===== src/rtl/rr_issue_arbiter_pkg.sv =====
`timescale 1ns/1ps
`default_nettype none
//------------------------------------------------------------------------------
// Module   : rr_issue_arbiter_pkg
// Purpose  : Shared constants and helpers for the round-robin issue arbiter.
//            MAX_REQ caps the requester count; grant_idx_width() sizes the
//            grant index so that it is never narrower than one bit.
// Revision : 1.0 - initial release
//------------------------------------------------------------------------------
package rr_issue_arbiter_pkg;

   localparam int MAX_REQ = 16;

   // Width of an index able to address n requesters (minimum 1 bit).
   function automatic int grant_idx_width(input int n);
      return (n <= 2) ? 1 : $clog2(n);
   endfunction

endpackage
`default_nettype wire


===== src/rtl/rr_issue_arbiter_if.sv =====
`timescale 1ns/1ps
`default_nettype none
//------------------------------------------------------------------------------
// Module   : rr_issue_arbiter_if
// Purpose  : Bundles the N upstream valid/ready channels, the flush strobe and
//            the single downstream valid/ready channel of the arbiter.
// Ports    : flush     - pipeline flush
//            req_valid - per-requester valid        req_ready - one-hot ready
//            req_data  - per-requester payload (T)
//            valid_out - output slot valid          ready_out - consumer ready
//            data_out  - registered payload (T)     grant_id  - source index
// Modports : master - the surrounding pipeline (drives requests, consumes)
//            slave  - the arbiter itself
// Revision : 1.0 - initial release
//------------------------------------------------------------------------------
interface rr_issue_arbiter_if
   import rr_issue_arbiter_pkg::*;
#(
   parameter type T = logic,
   parameter int  N = 4
);
   localparam int IDW = grant_idx_width(N);

   logic           flush;
   logic [N-1:0]   req_valid;
   logic [N-1:0]   req_ready;
   T               req_data [N];
   logic           valid_out;
   logic           ready_out;
   T               data_out;
   logic [IDW-1:0] grant_id;

   modport master (
      output flush, req_valid, req_data, ready_out,
      input  req_ready, valid_out, data_out, grant_id
   );

   modport slave (
      input  flush, req_valid, req_data, ready_out,
      output req_ready, valid_out, data_out, grant_id
   );

endinterface
`default_nettype wire


===== src/rtl/rr_issue_arbiter_pick.sv =====
`timescale 1ns/1ps
`default_nettype none
//------------------------------------------------------------------------------
// Module   : rr_pick
// Purpose  : Combinational round-robin selector. Returns the first set bit of
//            req_vec searching upward from ptr, wrapping modulo N (N need not
//            be a power of two).
// Ports    : req_vec - request vector        ptr - highest-priority index
//            sel     - selected index        any - at least one request set
// Revision : 1.0 - initial release
//------------------------------------------------------------------------------
module rr_pick
   import rr_issue_arbiter_pkg::*;
#(
   parameter  int N   = 4,
   localparam int IDW = grant_idx_width(N)
) (
   input  wire logic [N-1:0]   req_vec,
   input  wire logic [IDW-1:0] ptr,
   output      logic [IDW-1:0] sel,
   output      logic           any
);

   localparam int unsigned C_N = N;

   // (base + off) mod N, valid for base < N and off < N.
   function automatic logic [IDW-1:0] mod_add(input logic [IDW-1:0] base,
                                              input int unsigned    off);
      int unsigned sum;
      sum = 32'(base) + off;
      if (sum >= C_N) begin
         sum = sum - C_N;
      end
      return sum[IDW-1:0];
   endfunction

   logic [N-1:0]   w_rot;
   logic [IDW-1:0] w_off;

   // Rotate so that position 0 of w_rot is the current priority holder.
   always_comb begin
      w_rot = '0;
      for (int k = 0; k < N; k++) begin
         w_rot[k] = req_vec[mod_add(ptr, 32'(k))];
      end
   end

   // Priority encode: scanning downward leaves the lowest set offset.
   always_comb begin
      w_off = '0;
      for (int k = N - 1; k >= 0; k--) begin
         if (w_rot[k]) begin
            w_off = IDW'(k);
         end
      end
   end

   // Un-rotate the offset back into an absolute requester index.
   assign sel = mod_add(ptr, 32'(w_off));
   assign any = |req_vec;

endmodule
`default_nettype wire


===== src/rtl/rr_issue_arbiter.sv =====
`timescale 1ns/1ps
`default_nettype none
//------------------------------------------------------------------------------
// Module   : rr_issue_arbiter
// Purpose  : Shares one downstream channel among N valid/ready producers.
//            Each cycle the slot can load, one requester is picked round-robin
//            and its payload captured into a single registered output slot.
//            One cycle of latency, one transfer per cycle sustained.
// Ports    : clk   - clock
//            reset - synchronous active-high reset
//            bus   - rr_issue_arbiter_if.slave (requests, flush, output slot)
// Revision : 1.0 - initial release
//------------------------------------------------------------------------------
module rr_issue_arbiter
   import rr_issue_arbiter_pkg::*;
#(
   parameter  type T   = logic,
   parameter  int  N   = 4,
   localparam int  IDW = grant_idx_width(N)
) (
   input wire logic         clk,
   input wire logic         reset,
   rr_issue_arbiter_if.slave bus
);

   // Output slot and round-robin pointer
   logic           r_slot_v;
   T               r_slot_data;
   logic [IDW-1:0] r_slot_id;
   logic [IDW-1:0] r_rr_ptr;

   logic           w_load_en;
   logic           w_any;
   logic           w_take;
   logic [IDW-1:0] w_sel;
   logic [IDW-1:0] w_ptr_nxt;
   logic [N-1:0]   w_req_ready;

   rr_pick #(
      .N (N)
   ) u_pick (
      .req_vec (bus.req_valid),
      .ptr     (r_rr_ptr),
      .sel     (w_sel),
      .any     (w_any)
   );

   // The slot can take a new payload when it is empty or being drained this
   // cycle; a flush blocks acceptance outright.
   assign w_load_en = !bus.flush && (!r_slot_v || bus.ready_out);
   assign w_take    = w_load_en && w_any;

   // Pointer moves just past the winner; explicit wrap handles N != 2^k.
   assign w_ptr_nxt = (w_sel == IDW'(N - 1)) ? '0 : w_sel + 1'b1;

   // Ready is also held low during reset so no requester believes a payload
   // was accepted that the reset is about to discard.
   always_comb begin
      w_req_ready = '0;
      for (int i = 0; i < N; i++) begin
         w_req_ready[i] = !reset && w_take && (w_sel == IDW'(i));
      end
   end

   always_ff @(posedge clk) begin
      if (reset) begin
         r_slot_v    <= 1'b0;
         r_slot_data <= '0;
         r_slot_id   <= '0;
         r_rr_ptr    <= '0;
      end else if (bus.flush) begin
         // Data and id keep their stale values; only the valid drops.
         r_slot_v <= 1'b0;
      end else if (w_load_en) begin
         if (w_any) begin
            r_slot_data <= bus.req_data[w_sel];
            r_slot_id   <= w_sel;
            r_slot_v    <= 1'b1;
            r_rr_ptr    <= w_ptr_nxt;
         end else begin
            r_slot_v <= 1'b0;
         end
      end
   end

   assign bus.req_ready = w_req_ready;
   assign bus.valid_out = r_slot_v;
   assign bus.data_out  = r_slot_data;
   assign bus.grant_id  = r_slot_id;

   a_ready_onehot : assert property (@(posedge clk) disable iff (reset)
      $onehot0(w_req_ready));

   a_stall_stable : assert property (@(posedge clk) disable iff (reset)
      (!reset && bus.valid_out && !bus.ready_out && !bus.flush)
      |=> ($stable(bus.data_out) && $stable(bus.grant_id)));

endmodule
`default_nettype wire


===== src/flat_wrapper.sv =====
// flat-port wrapper written by rule: the top's interface ports become plain ports
module rr_issue_arbiter_flat import rr_issue_arbiter_pkg::*;
#(
   parameter  type T   = logic,
   parameter  int  N   = 4,
   localparam int  IDW = grant_idx_width(N)
)
  (clk, reset, bus_flush, bus_req_valid, bus_req_data, bus_ready_out, bus_req_ready, bus_valid_out, bus_data_out, bus_grant_id);
  rr_issue_arbiter_if #(.T(T), .N(N)) bus_i ();
  input wire logic clk;
  input wire logic reset;
  input wire logic [$bits(bus_i.flush)-1:0] bus_flush;
  input wire logic [$bits(bus_i.req_valid)-1:0] bus_req_valid;
  input wire logic [$bits(bus_i.req_data)-1:0] bus_req_data;
  input wire logic [$bits(bus_i.ready_out)-1:0] bus_ready_out;
  output wire logic [$bits(bus_i.req_ready)-1:0] bus_req_ready;
  output wire logic [$bits(bus_i.valid_out)-1:0] bus_valid_out;
  output wire logic [$bits(bus_i.data_out)-1:0] bus_data_out;
  output wire logic [$bits(bus_i.grant_id)-1:0] bus_grant_id;
  assign bus_i.flush = bus_flush;
  assign bus_i.req_valid = bus_req_valid;
  assign bus_i.req_data = {>>{bus_req_data}};
  assign bus_i.ready_out = bus_ready_out;
  assign bus_req_ready = bus_i.req_ready;
  assign bus_valid_out = bus_i.valid_out;
  assign bus_data_out = bus_i.data_out;
  assign bus_grant_id = bus_i.grant_id;
  rr_issue_arbiter #(.T(T), .N(N)) u_core (.clk(clk), .reset(reset), .bus(bus_i));
endmodule

===== config.mk =====
export PLATFORM = sky130hd
export DESIGN_NAME = rr_issue_arbiter_flat
export DESIGN_NICKNAME = d
export VERILOG_FILES = /design/src/rtl/rr_issue_arbiter_pkg.sv /design/src/rtl/rr_issue_arbiter_if.sv /design/src/rtl/rr_issue_arbiter_pick.sv /design/src/rtl/rr_issue_arbiter.sv /design/src/flat_wrapper.sv
export SDC_FILE = /design/constraint.sdc
export NUM_CORES = 1
export LEC_CHECK = 0
export ABC_AREA = 1
export CAP_MARGIN = 0
export CORE_MARGIN = 1
export CORE_UTILIZATION = 40
export CTS_BUF_LIST = sky130_fd_sc_hd__clkbuf_16
export DETAILED_ROUTE_END_ITERATION = 12
export HOLD_SLACK_MARGIN = 0.12
export PLACE_DENSITY = 0.7
export SYNTH_ARGS = -nofsm -noshare
export SYNTH_HDL_FRONTEND = slang
export SYNTH_SLANG_ARGS = --single-unit
export TNS_END_PERCENT = 10

===== constraint.sdc =====
create_clock -name clk -period 5.5 [get_ports clk]
set_input_delay 0.55 -clock clk [delete_from_list [all_inputs] [get_ports clk]]
set_output_delay 0.55 -clock clk [all_outputs]
set_load 0.05 [all_outputs]

=== Word-level counts from Yosys, hierarchy flattened ===
Cells that the tools add are included.

* Order comparisons: 10
* Equality and inequality tests: 3
* Bitwise gates (word level): 2
* Multiplexer cells: 22
* Reduce and logical (&&, ||, !) cells: 15
* Add/subtract/negate cells: 10

{| class="wikitable"
|+ Operators with widths
! operator !! number
|-
| $mux W2 || 10
|-
| $ge A3 B3 Y1 const B || 5
|-
| $lt A2 B3 Y1 const B || 4
|-
| $bmux W1 S2 || 5
|-
| $sub A2 B1 Y2 const B || 5
|-
| $logic_and A1 B1 Y1 || 7
|-
| $mux W1 || 7
|-
| $add A2 B2 Y3 const B || 2
|-
| $eq A2 B2 Y1 const B || 2
|-
| $reduce_or A4 Y1 || 1
|-
| $add A2 B1 Y3 const B || 1
|-
| $add A2 B2 Y3 || 1
|-
| $ge A2 B3 Y1 const B || 1
|-
| $logic_not A1 Y1 || 3
|-
| $not A2 Y3 || 1
|-
| $reduce_and A3 Y1 || 1
|-
| $add A2 B1 Y2 const B || 1
|-
| $eq A2 B1 Y1 const B || 1
|-
| $logic_not A2 Y1 || 1
|-
| $reduce_or A2 Y1 || 1
|-
| $logic_or A1 B1 Y1 || 1
|-
| $not A1 Y1 || 1
|}

* Bits of input ports: 12
* Logic and storage cells: 66
* Output and inout port bits: 8
* Flip-flop bits (word level): 6

=== Depth between registers and ports, before layout ===
* Depth after elaboration: 16
* Gate-level depth with buffers: 17
* Mapped depth without buffers: 16

=== Hierarchy ===
Synthesis repeated with hierarchy kept, for this count alone.

* Cells, all modules: 109
* Area total of the unflattened synthesis: 645.6 sq um

{| class="wikitable"
|+ Modules (own cells, without submodules)
! module !! cells each !! instances !! seq. area each (sq um) !! area each (sq um)
|-
| rr_issue_arbiter || 53 || 1 || 120.1 || 377.9
|-
| rr_pick || 56 || 1 || 0.0 || 267.8
|}

=== Least setup slack after synthesis ===
No wires, ideal clock.

* Path kind: input to output
* From: input port bus_req_valid[1]
* To: output port bus_req_ready[0]
* Data arrival time: 2.801 ns
* Stages: 13
* Path slack: 2.149 ns
* Path buffers: 0
* Required time: 4.950 ns
* Cell sequence: inv_1 nand2_1 nand2_1 nand2_1 nand2_1 a31oi_1 nor2_1 ha_1 xor2_1 inv_1 nand3_2 nand2_4 nor3_1

* Longest elaborated chain between the ends: 11
* Elaborated cells between the ends (all ways): 21
* Those cells by class: add/sub (2); order compare (1); mux (13); reduce/logical (5)

{| class="wikitable"
|+ RTL lines
! item !! RTL line !! text
|-
| start, declared || flat_wrapper.sv:13 || <nowiki>input wire logic [$bits(bus_i.req_valid)-1:0] bus_req_valid;</nowiki>
|-
| $bmux W1 S2 || rr_issue_arbiter_pick.sv:44 || <nowiki>w_rot[k] = req_vec[mod_add(ptr, 32'(k))];</nowiki>
|-
| $mux W1 (implied by the code) || rr_issue_arbiter_pick.sv:44 ||
|-
| $mux W2 (4 in a row) || rr_issue_arbiter_pick.sv:52 || <nowiki>if (w_rot[k]) begin</nowiki>
|-
| $add A2 B2 Y3 || rr_issue_arbiter_pick.sv:30 || <nowiki>sum = 32'(base) + off;</nowiki>
|-
| $ge A3 B3 Y1 / $sub A2 B1 Y2 (equally long branches) || rr_issue_arbiter_pick.sv:31, rr_issue_arbiter_pick.sv:32 ||
|-
| $mux W2 || rr_issue_arbiter_pick.sv:31 || <nowiki>if (sum >= C_N) begin</nowiki>
|-
| $logic_not A2 Y1 || rr_issue_arbiter.sv:61 || <nowiki>w_req_ready[i] = !reset && w_take && (w_sel == IDW'(i));</nowiki>
|-
| $logic_and A1 B1 Y1 * || rr_issue_arbiter.sv:61 ||
|-
| end, declared || flat_wrapper.sv:16 || <nowiki>output wire logic [$bits(bus_i.req_ready)-1:0] bus_req_ready;</nowiki>
|}

Mark *: on every way between the ends. The rest lies on a longest branch, timed or not. The select of a mux whose other input is x is not followed.

=== Final worst setup path ===
Same ends and word-level chain as after synthesis.

==> key figures <==
Layout
  – Util after Layout: 60.10%
  – Layout area overhead: 40.23%
  – Final instance area: 915.9 um2
  – Most common cell after layout, fill and taps aside: nand2_1
  – Layout cells sized above 1: 17.69%
  – Fillers: 155
  – Storage cell area: 120.1 um2
  – # diodes: 0
  – # nets final: 146
  – Post-route insts no fill: 146
  – Commonest non-fill, non-tap cells in the layout: 37 x nand2_1, 19 x clkdlybuf4s50_1, 15 x inv_1, 12 x nand2_2, 10 x nor2_1
  – Multi-input gate area: 436.7 um2

Status
  – Outcome: complete, no violations

CTS
  – Post-CTS Setup Inserts: 0
  – Clock root cell: clkbuf_16
  – Clk buf depth: 2
  – Clock-pin slew of the registers on the worst-case setup and hold paths: 30 ps
  – H-tree Lvls: 1
  – CTS tree: yes
  – Post-CTS Hold Buffers: 0
  – Resized cells post-CTS: 0
  – Worst skew pair latency: 230 ps
  – Num CTS Buffers: 3
  – CTS Sinks: 6

Yosys
  – Gate Count Post-Synth: 110
  – Top cell type's share of synthesized area: 21.26%
  – Top cells by area, synth: nand2_1 21%, dfxtp_1 18%, nand2_2 11%
  – Netlist cell types: 21
  – Yosys Warn Count: 0
  – Area leader, netlist: nand2_1
  – Register area share after synthesis: 18.39%
  – Cell Area, Synth: 653.1 um2
  – Syn nets: 124
  – Flops & latches, synth: 6
  – Avg Cell Area, Syn: 5.938 um2

Setup path
  – Crit start category: input pin
  – FF-to-FF End: u_core.bus.data_out
  – Worst-path cell chain: clkdlybuf4s50_1, inv_1, nand2_1, nand2_1, nand2_1, nand2_1, a31oi_1, nor2_1, ha_1, xor2_1, inv_1, nand3_2, nand2_4, nor3_1, clkdlybuf4s50_1
  – Worst r2r src: u_core.r_rr_ptr[0]
  – Worst R2R Path Depth: 15
  – Crit end category: output port
  – R2R Setup Slk: 3130 ps
  – CP dominant cell by count: nand2_1
  – CP max stage cell: clkdlybuf4s50_1
  – Cell family with most CP delay: buffers and inverters
  – Number of buffer and inverter stages on the critical path: 4
  – WS Path Type: input pin to output port
  – Crit-path max cell delay: 820 ps
  – Critical-path maximum fanout: 5
  – Worst Path Arrival: 3320 ps
  – Worst Path Required: 4950 ps

Timing
  – Setup_tns: 0 ps
  – Worst Clk Skew: 0.7924 ps
  – Final hold slack: 500.9 ps
  – Final setup fails: 0
  – Peak Freq: 258.2 MHz
  – Fin. Hold Viols: 0
  – Final worst-path cycle share: 70.41%
  – Slew Limit Fails: 0
  – Worst rel slew slack: 63.24%
  – Min cycle time layout: 3872 ps
  – RSZ-0062 raised after global routing: false
  – Slew of the pin with the lowest slew margin: 550.7 ps

Drt
  – DRC Markers: 0
  – Remaining antenna violation count: 0
  – Final wirelength: 1473 um
  – DRT iter0 DRCs: 8
  – Via count: 680
  – Via-to-Cell Ratio: 4.658
  – First drt pass iteration count: 4
  – WL/cell: 10.09 um

Die
  – Num ports: 20
  – Chip height: 42.41 um
  – DIE AREA: 1799 um2
  – Rows: 14
  – Starting density of the core: 42.86%
  – Core area: 1524 um2
  – Die W: 42.41 um

Placed design
  – IO Port Bufs: 19
  – GPL Wtd Cong: 0.8065
  – Inst Count DP: 143
  – Placed cell areas: 840.8 um2
  – DP HPWL: 1114 um

Global route
  – Largest net degree at the start of global routing: 13
  – GRT overflow: 0
  – GRT Total Usage: 19.22%
  – First-pass GRT wire length: 2615 um
  – Initial antenna violation count: 0
  – Vias in the first global route: 634

Hold path
  – HP Start: u_core.bus.grant_id[0]
  – Hold Path End: u_core.bus.grant_id[0]
  – HP Class: flip-flop to flip-flop
  – Min-Delay Path Depth: 2

Run
  – Max_cap viols: 0

Pwr
  – Leakage: 0.4775 nW
  – Max VDD drop: 301.3 uV
  – Power per cell area: 453.1 nW/um2
## power breakdown
group          internal (mW)  total [mW]  switching, mW
Combinational         0.0827       0.230          0.147
Clock                 0.0934       0.119         0.0256
Sequential            0.0520      0.0662         0.0141
Total                  0.228       0.415          0.187
## area by class of cell
class                           count  area share (%)
Multi-Input combinational cell     85           47.68
Tap cell                           16           2.186
Clock buffer                        3           8.197
Sequential cell                     6           13.11
Inverter                           17           8.060
Timing Repair Buffer               19           20.76
## per-stage QoR
stage          power (mW)  worst slack, ps
3_5_place_dp       0.2962             1621
2_1_floorplan      0.2515             2149
4_1_cts            0.4187             1607
5_1_grt            0.4493             1347
6_report           0.4149             1628
3_3_place_gp       0.2948             1678
## sequential cells by signal (all words and copies together), names as in the netlist
| register | flops |
|---|---|
| u_core.r_rr_ptr | 2 |
| u_core.bus.valid_out | 1 |
| u_core.bus.data_out | 1 |
| u_core.bus.grant_id | 2 |
## worst max path at each step
| stage | start | endpoint | slack (ps) | cells past startpoint |
|---|---|---|---|---|
| 5_1_grt | bus_req_valid[3] | bus_req_ready[0] | 1350 | 15 |
| 3_5_place_dp | bus_req_valid[1] | bus_req_ready[1] | 1620 | 15 |
| 4_1_cts | bus_req_valid[1] | bus_req_ready[0] | 1610 | 15 |
| 2_1_floorplan | bus_req_valid[1] | bus_req_ready[0] | 2150 | 13 |
| 6_report | bus_req_valid[1] | bus_req_ready[0] | 1630 | 15 |
| 3_3_place_gp | bus_req_valid[1] | bus_req_ready[0] | 1680 | 15 |
## cells by family (layout without fill, tap and decap cells)
kind of cell               after synthesis  count (layout)  synth area share [%]
AOI/OAI and AO/OA                        9               9                 7.662
DFF                                      6               6                 18.39
and+or+nand+nor                         73              73                 54.02
xor gates and xnor gates                 1               1                 1.341
buffers and inverters                   19              39                 14.75
adders and majority gates                2               2                 3.831
## Yosys cell counts
cell type and instances:
a21oi_1 1, a21oi_2 1, a31oi_1 1, buf_6 2
dfxtp_1 6, ha_1 2, inv_1 15, inv_4 1
inv_8 1, nand2_1 37, nand2_2 12, nand2_4 3
nand3_1 7, nand3_2 1, nand4_1 1, nor2_1 10
nor2_4 1, nor3_1 1, o21ai_0 5, o21ai_1 1
xor2_1 1
## routing by layer
metal,vias up,routed length [um],track usage [%]
li1,374,-,-
met1,287,725,23.30
met2,15,647,30.15
met3,4,71,6.466
met4,0,29,9.375
met5,-,0,0
## worst reg2reg max path, cell delays in order, from the launching register on
cell and delay [ps]:
dfxtp_1 660, nand2_1 160, nand2_1 100, nand2_1 50
nand2_1 100, a31oi_1 80, nor2_1 130, ha_1 180
xor2_1 270, inv_1 90, nand3_2 130, nand2_4 80
nand2_1 70, nand3_1 70, nand2_1 80, inv_1 30
Note: power is estimated with default switching activity, not from simulation.
